## src/rtl/time_display_scan.sv

```systemverilog
// time_display_scan: snapshots a packed time, converts it to BCD one bit per cycle,
// and multiplexes the selected page onto a 4-digit active-low 7-segment display.
module time_display_scan #(
  parameter int SAMPLE_DIV = 1000000,
  parameter int SCAN_DIV = 100000
) (
  input  logic        clk,
  input  logic        reset,
  input  logic [26:0] time_in,
  input  logic [1:0]  page_sel,
  output logic [3:0]  an,
  output logic [6:0]  seg,
  output logic        dp,
  output logic        busy,
  output logic        valid
);
  localparam int SW = SAMPLE_DIV > 1 ? $clog2(SAMPLE_DIV) : 1;
  localparam int CW = SCAN_DIV > 1 ? $clog2(SCAN_DIV) : 1;
  typedef enum logic [1:0] {IDLE, CONV, COMMIT} state_t;
  state_t state_q, state_d;
  logic [SW-1:0] samp_q, samp_d;
  logic [CW-1:0] scan_q, scan_d;
  logic [1:0] idx_q, idx_d;
  logic [26:0] cap_q, cap_d;
  logic [4:0] bit_q, bit_d;
  logic [11:0] acc_q, acc_d, dab_v, shifted;
  logic [23:0] stage_q, stage_d;
  logic [35:0] dig_q, dig_d;
  logic [3:0] flag_q, flag_d;
  logic valid_q, valid_d;
  logic [3:0] an_q, an_d, dash, dpm;
  logic [6:0] seg_q, seg_d;
  logic dp_q, dp_d, tick, scan_wrap, last;
  logic [15:0] nib;
  logic [3:0] cur;

  function automatic logic [11:0] dab(input logic [11:0] v);
    dab = v;
    for (int i = 0; i < 3; i++)
      if (v[4*i +: 4] > 4'd4) dab[4*i +: 4] = v[4*i +: 4] + 4'd3;
  endfunction

  function automatic logic [6:0] seg7(input logic [3:0] d);
    case (d)
      4'd0: seg7 = 7'b1000000;
      4'd1: seg7 = 7'b1111001;
      4'd2: seg7 = 7'b0100100;
      4'd3: seg7 = 7'b0110000;
      4'd4: seg7 = 7'b0011001;
      4'd5: seg7 = 7'b0010010;
      4'd6: seg7 = 7'b0000010;
      4'd7: seg7 = 7'b1111000;
      4'd8: seg7 = 7'b0000000;
      4'd9: seg7 = 7'b0010000;
      default: seg7 = 7'b1111111;
    endcase
  endfunction

  always_comb begin
    tick = samp_q == SW'(SAMPLE_DIV - 1);
    samp_d = tick ? '0 : samp_q + 1'b1;
    scan_wrap = scan_q == CW'(SCAN_DIV - 1);
    scan_d = scan_wrap ? '0 : scan_q + 1'b1;
    idx_d = idx_q + {1'b0, scan_wrap};
    dab_v = dab(acc_q);
    shifted = 12'({dab_v, cap_q[5'd26 - bit_q]});
    last = bit_q == 5'd4 || bit_q == 5'd10 || bit_q == 5'd16;
    state_d = state_q;
    cap_d = cap_q;
    bit_d = bit_q;
    acc_d = acc_q;
    stage_d = stage_q;
    dig_d = dig_q;
    flag_d = flag_q;
    valid_d = valid_q;
    case (state_q)
      IDLE: if (tick) begin
        state_d = CONV;
        cap_d = time_in;
        bit_d = '0;
        acc_d = '0;
      end
      CONV: begin
        // each field converts in its own accumulator pass; the finished BCD is parked in stage
        acc_d = last ? '0 : shifted;
        bit_d = bit_q + 5'd1;
        if (bit_q == 5'd4) stage_d[23:16] = shifted[7:0];
        if (bit_q == 5'd10) stage_d[15:8] = shifted[7:0];
        if (bit_q == 5'd16) stage_d[7:0] = shifted[7:0];
        if (bit_q == 5'd26) state_d = COMMIT;
      end
      COMMIT: begin
        state_d = IDLE;
        dig_d = {stage_q, acc_q};
        valid_d = 1'b1;
        flag_d = {cap_q[26:22] > 5'd23, cap_q[21:16] > 6'd59, cap_q[15:10] > 6'd59, cap_q[9:0] > 10'd999};
      end
      default: state_d = IDLE;
    endcase
    nib = page_sel == 2'b00 ? dig_q[35:20] : page_sel == 2'b01 ? dig_q[27:12] : dig_q[15:0];
    dash = page_sel == 2'b00 ? {{2{flag_q[3]}}, {2{flag_q[2]}}} :
           page_sel == 2'b01 ? {{2{flag_q[2]}}, {2{flag_q[1]}}} : {flag_q[1], {3{flag_q[0]}}};
    dpm = page_sel[1] ? 4'b1000 : 4'b0100;
    cur = nib[{idx_q, 2'b00} +: 4];
    an_d = ~(4'b0001 << idx_q);
    seg_d = (!valid_q || page_sel == 2'b11) ? 7'b1111111 : dash[idx_q] ? 7'b0111111 : seg7(cur);
    dp_d = !(valid_q && page_sel != 2'b11 && dpm[idx_q]);
  end

  always_ff @(posedge clk) begin
    if (reset) begin
      state_q <= IDLE;
      samp_q <= '0;
      scan_q <= '0;
      idx_q <= '0;
      cap_q <= '0;
      bit_q <= '0;
      acc_q <= '0;
      stage_q <= '0;
      dig_q <= '0;
      flag_q <= '0;
      valid_q <= 1'b0;
      an_q <= 4'hf;
      seg_q <= 7'h7f;
      dp_q <= 1'b1;
    end else begin
      state_q <= state_d;
      samp_q <= samp_d;
      scan_q <= scan_d;
      idx_q <= idx_d;
      cap_q <= cap_d;
      bit_q <= bit_d;
      acc_q <= acc_d;
      stage_q <= stage_d;
      dig_q <= dig_d;
      flag_q <= flag_d;
      valid_q <= valid_d;
      an_q <= an_d;
      seg_q <= seg_d;
      dp_q <= dp_d;
    end
  end

  assign an = an_q;
  assign seg = seg_q;
  assign dp = dp_q;
  assign busy = state_q != IDLE;
  assign valid = valid_q;
endmodule

```

## config.mk

```make
export PLATFORM = sky130hd
export DESIGN_NAME = time_display_scan
export DESIGN_NICKNAME = d
export VERILOG_FILES = /design/src/rtl/time_display_scan.sv
export SDC_FILE = /design/constraint.sdc
export NUM_CORES = 1
export LEC_CHECK = 0
export ABC_AREA = 1
export BUFFER_PORTS_ARGS = -buffer_cell sky130_fd_sc_hd__buf_2
export CAP_MARGIN = 30
export CORE_MARGIN = 2
export CORE_UTILIZATION = 50
export DETAILED_ROUTE_END_ITERATION = 10
export GPL_TIMING_DRIVEN = 0
export HOLD_SLACK_MARGIN = 0.1
export PLACE_DENSITY = 0.68
export SKIP_CTS_REPAIR_TIMING = 1
export SLEW_MARGIN = 5
export SYNTH_ARGS = -nofsm -noshare
export SYNTH_HDL_FRONTEND = slang
export SYNTH_SLANG_ARGS = --single-unit
```

## constraint.sdc

```tcl
create_clock -name clk -period 3.7 [get_ports clk]
set_input_delay 0 -clock clk [delete_from_list [all_inputs] [get_ports clk]]
set_output_delay 0 -clock clk [all_outputs]
set_load 0.01 [all_outputs]
```

==> impl_summary.md <==
Pwr
The share of total power dissipated in combinational logic is 0.044. The power density relative to cell area is a little over 400 nW/um2. The clock share of power is 0.482. The register share of total power is 0.474.

For this design the static power due to leakage is between 0.003 and 0.004 uW. The net switching power is 790 uW. The peak ir drop on the vdd network is 0.000314 V.

The internal portion of total power is 2910 uW. Of the total power, the share spent switching nets is 0.214.

Worst setup path
The stage delay of the slowest cell on the critical path is about 420 ps. Of all nets on the critical path, the largest fanout is 10. The critical setup path kind is reg2reg. Counting both buffers and inverters, the worst setup path holds a total of 3.

The slowest cell on the critical path is dfxtp_1. For flop-to-flop paths, the worst setup slack is between 1000 and 1500 ps. Grouping stages by cell kind, the critical path spends the most delay in buffers and inverters. The worst setup path is captured at a flop. The critical path's most frequent cell is nand2_1. The worst flop-to-flop path startpoint is bit_q[0]. The critical path data arrival time is 2640 ps.

The startpoint type of the worst setup path is a flop. The number of cells traversed by the worst register-to-register path is 11. The data required time at the worst endpoint is approximately 4000 ps. The capturing point of the worst reg2reg path is stage_q[0]. Walking the worst path, the cells encountered are clkinv_1, ha_1, buf_2, inv_1, o21ai_0, nand2_1, nor2_1, a21oi_1, nand2_1, nand2_1, a21oi_1.

Drt
For this block, the initial DRC count from the detailed router was 460. The number of detailed-route iterations in the first pass is 5. For this run, design rule violations remaining after detail routing come to 0. The routed length per instance is 13.3 um. The total number of vias is 6878. Once detail routing completed, the nets flagged for antenna violations numbered 0.

The wire length reported by the detailed router is 17900 um. Using the TritonRoute via totals, the vias-per-cell ratio works out to 5.08.

Status
The flow ran to the end, and the final reports show no timing, DRC or antenna violations.

Clock network
The number of buffers inserted during clock tree synthesis is 17. TritonCTS built the clock tree. The H-tree was split into 4 levels. The latest clock arrival within the worst-skew pair is 430 ps. The number of buffers between clock root and the deepest sink is 2.

The number of clock sinks is 162. The register clock-pin slew on the reported worst setup and hold paths is 60 ps. The cell at the root of the clock tree is clkbuf_16.

Floorplanning
The floorplan die area is 16200 um2. The number of cell rows is 45. The number of primary I/O pins is 45. The initial utilization of the core area, before any placement, comes to 0.506.

The region available for standard cell placement spans 15000 um2. The chip width is 127 um. The overall die height is ~130 um.

Global routing
The overall global routing resource usage is 0.229. Entering global routing, the biggest net connects 17 pins. The via count of the first global-routing pass is 6193. The initial antenna violation count is 0.

The global-route congestion overflow total is 0. The global-route wire length before repair is 30000 um.

Logic synthesis
The total standard cell area after synthesis is 7610 um2. After synthesis, the cell types taking the most area are dfxtp_1, nand2_1, a21oi_1. Among all flip-flop cells after synthesis, the most frequent one is dfxtp_1. The count of unique library cells instantiated by Yosys is 49. Yosys mapped a number of flops with a built-in enable equal to 0. The cell type with the largest total area after synthesis is dfxtp_1.

The fraction of post-synthesis cell area in the top cell type by area is 0.426. The post-synthesis area per instance is 7.15 um2. Counting every instance in the synthesized netlist gives approximately 1100. The flop and latch count out of synthesis is 162.

The share of the Yosys chip area taken by registers is 0.426. The yosys synthesis warning count is 0. Counting flops with an async set or reset pin after synthesis yields a share of 0. The net count of the mapped netlist is around 1100.

Place
The HPWL reported at the end of detailed placement is 13100 um. The final RePlAce weighted congestion is 0.846. Buffers placed on the I/O ports in this run total 41.

STA
Summed over all failing endpoints, the final setup total negative slack is 0 ps. The top achievable clock speed is 429 MHz. The slew at the pin with the worst max-slew slack is 681 ps. The normalized max-slew margin is 0.546. The number of hold-slack violations in the final timing report is 0. Across the routed clock network, the largest skew measured is 9.39 ps. The number of pins exceeding their max-slew limit in the final report is 0.

The share of the cycle needed by the critical path after routing is 0.630. Subtracting the final worst setup slack from the clock period gives around 2300 ps. Hold timing on the final database bottoms out at a slack of 122 ps. Setup violations remaining at the end of the flow were counted as 0.

Setup repair after global routing left no endpoint under its margin.

Hold path
The worst hold path terminates at dp. The startpoint identified for the worst hold timing path is page_sel[1]. The classification of the worst-slack hold path is in2reg. The number of instances on the worst hold path is 3.

Layout
The antenna diode count is 0. The layout cell share with drive strength beyond 1 is 0.123. Leaving out fill and tap cells, the most frequent cells in the layout are nand2_1, dfxtp_1, inv_1. The fill cell instance count of the final layout is 1416. The library cell used most frequently in the layout, excluding fill and tap cells, is nand2_1. The area added between synthesis and finish is 17.4%. The final-stage net count is between 1000 and 1500.

Run
The tool flagged a number of max-cap violations equal to 0.
==> registers in the layout, indices dropped and copies added (netlist names) <==
register	cells
seg	7
flag_q	4
dp	1
an	4
bit_q	5
valid	1
dig_q	36
scan_q	17
samp_q	20
idx_q	2
acc_q	12
stage_q	24
state_q	2
cap_q	27
==> cell type report <==
cell class	count	area [um2]	share of cell area
Multi-Input combinational cell	724	3610	0.404
Clock inverter	10	134	0.0150
Clock buffer	21	460	0.0515
Timing Repair Buffer	70	495	0.0554
Buffer	49	269	0.0301
Inverter	129	492	0.0550
Sequential cell	162	3240	0.363
Tap cell	188	235	0.0263
==> metal layers <==
layer	track usage	up-vias	routed length (um)	share of wire
met5	0	-	0	0
met4	0.0795	0	278	0.015
met3	0.0373	21	679	0.038
met2	0.367	144	8240	0.46
met1	0.315	3105	8740	0.49
li1	-	3608	-	-
==> cell families (layout without fill, tap and decap cells) <==
logic type                 after synthesis  in the layout  share of synthesized area
adders and majority gates               12             12                     0.0197
and+or+nand+nor                        485            485                      0.289
DFF                                    162            162                      0.426
xor gates and xnor gates                15             15                     0.0173
buffers and inverters                  178            279                     0.0999
AOI/OAI and AO/OA                      212            212                      0.148
==> Yosys cell counts (4+ instances only) <==
master / instances
a21oi_1: 113
buf_2: 13
buf_6: 6
clkbuf_1: 26
dfxtp_1: 162
ha_1: 12
inv_1: 119
inv_2: 5
nand2_1: 225
nand2_2: 11
nand2b_1: 8
nand3_1: 66
nand4_1: 17
nor2_1: 100
nor2_2: 11
nor3_1: 14
nor3b_1: 5
nor4_1: 4
o211ai_1: 11
o21ai_0: 76
or2_2: 5
xor2_1: 12
==> per-stage QoR <==
step | power (uW) | setup WS, ps | instances | util | area (um2)
4_1_cts | 3690 | 1390 | 1324 | 0.575 | 8650
2_1_floorplan | 1890 | 1890 | 1064 | - | 7610
5_1_grt | 3810 | 1110 | 1353 | 0.595 | 8940
3_5_place_dp | 1930 | 1410 | 1293 | 0.536 | 8050
6_report | 3700 | 1370 | 1353 | 0.595 | 8940
3_3_place_gp | 1930 | 1400 | 1293 | 0.536 | 8050
==> power by group through the flow <==
stage | logic [uW] | registers (uW) | clock network, uW
floorplan | 93.7 | 1790 | 0
global placement | 137 | 1790 | 0
detailed placement | 138 | 1790 | 0
CTS | 138 | 1750 | 1800
global route | 181 | 1750 | 1870
finish | 162 | 1750 | 1780
==> worst max-delay path by stage <==
| stage | start | to | slack [ps] | cells past startpoint |
|---|---|---|---|---|
| 5_1_grt | bit_q[0] | stage_q[16] | 1110 | 11 |
| 3_5_place_dp | bit_q[0] | stage_q[0] | 1410 | 11 |
| 2_1_floorplan | bit_q[0] | stage_q[0] | 1890 | 11 |
| 4_1_cts | bit_q[0] | stage_q[0] | 1390 | 11 |
| 6_report | bit_q[0] | stage_q[0] | 1370 | 11 |
| 3_3_place_gp | bit_q[0] | stage_q[16] | 1400 | 11 |
==> tightest hold or removal path, delay by kind of cell <==
family	cells	cell delay (ps)
buf+inv	2	320
compound gates	1	180
Note: power is estimated with default switching activity, not from simulation.
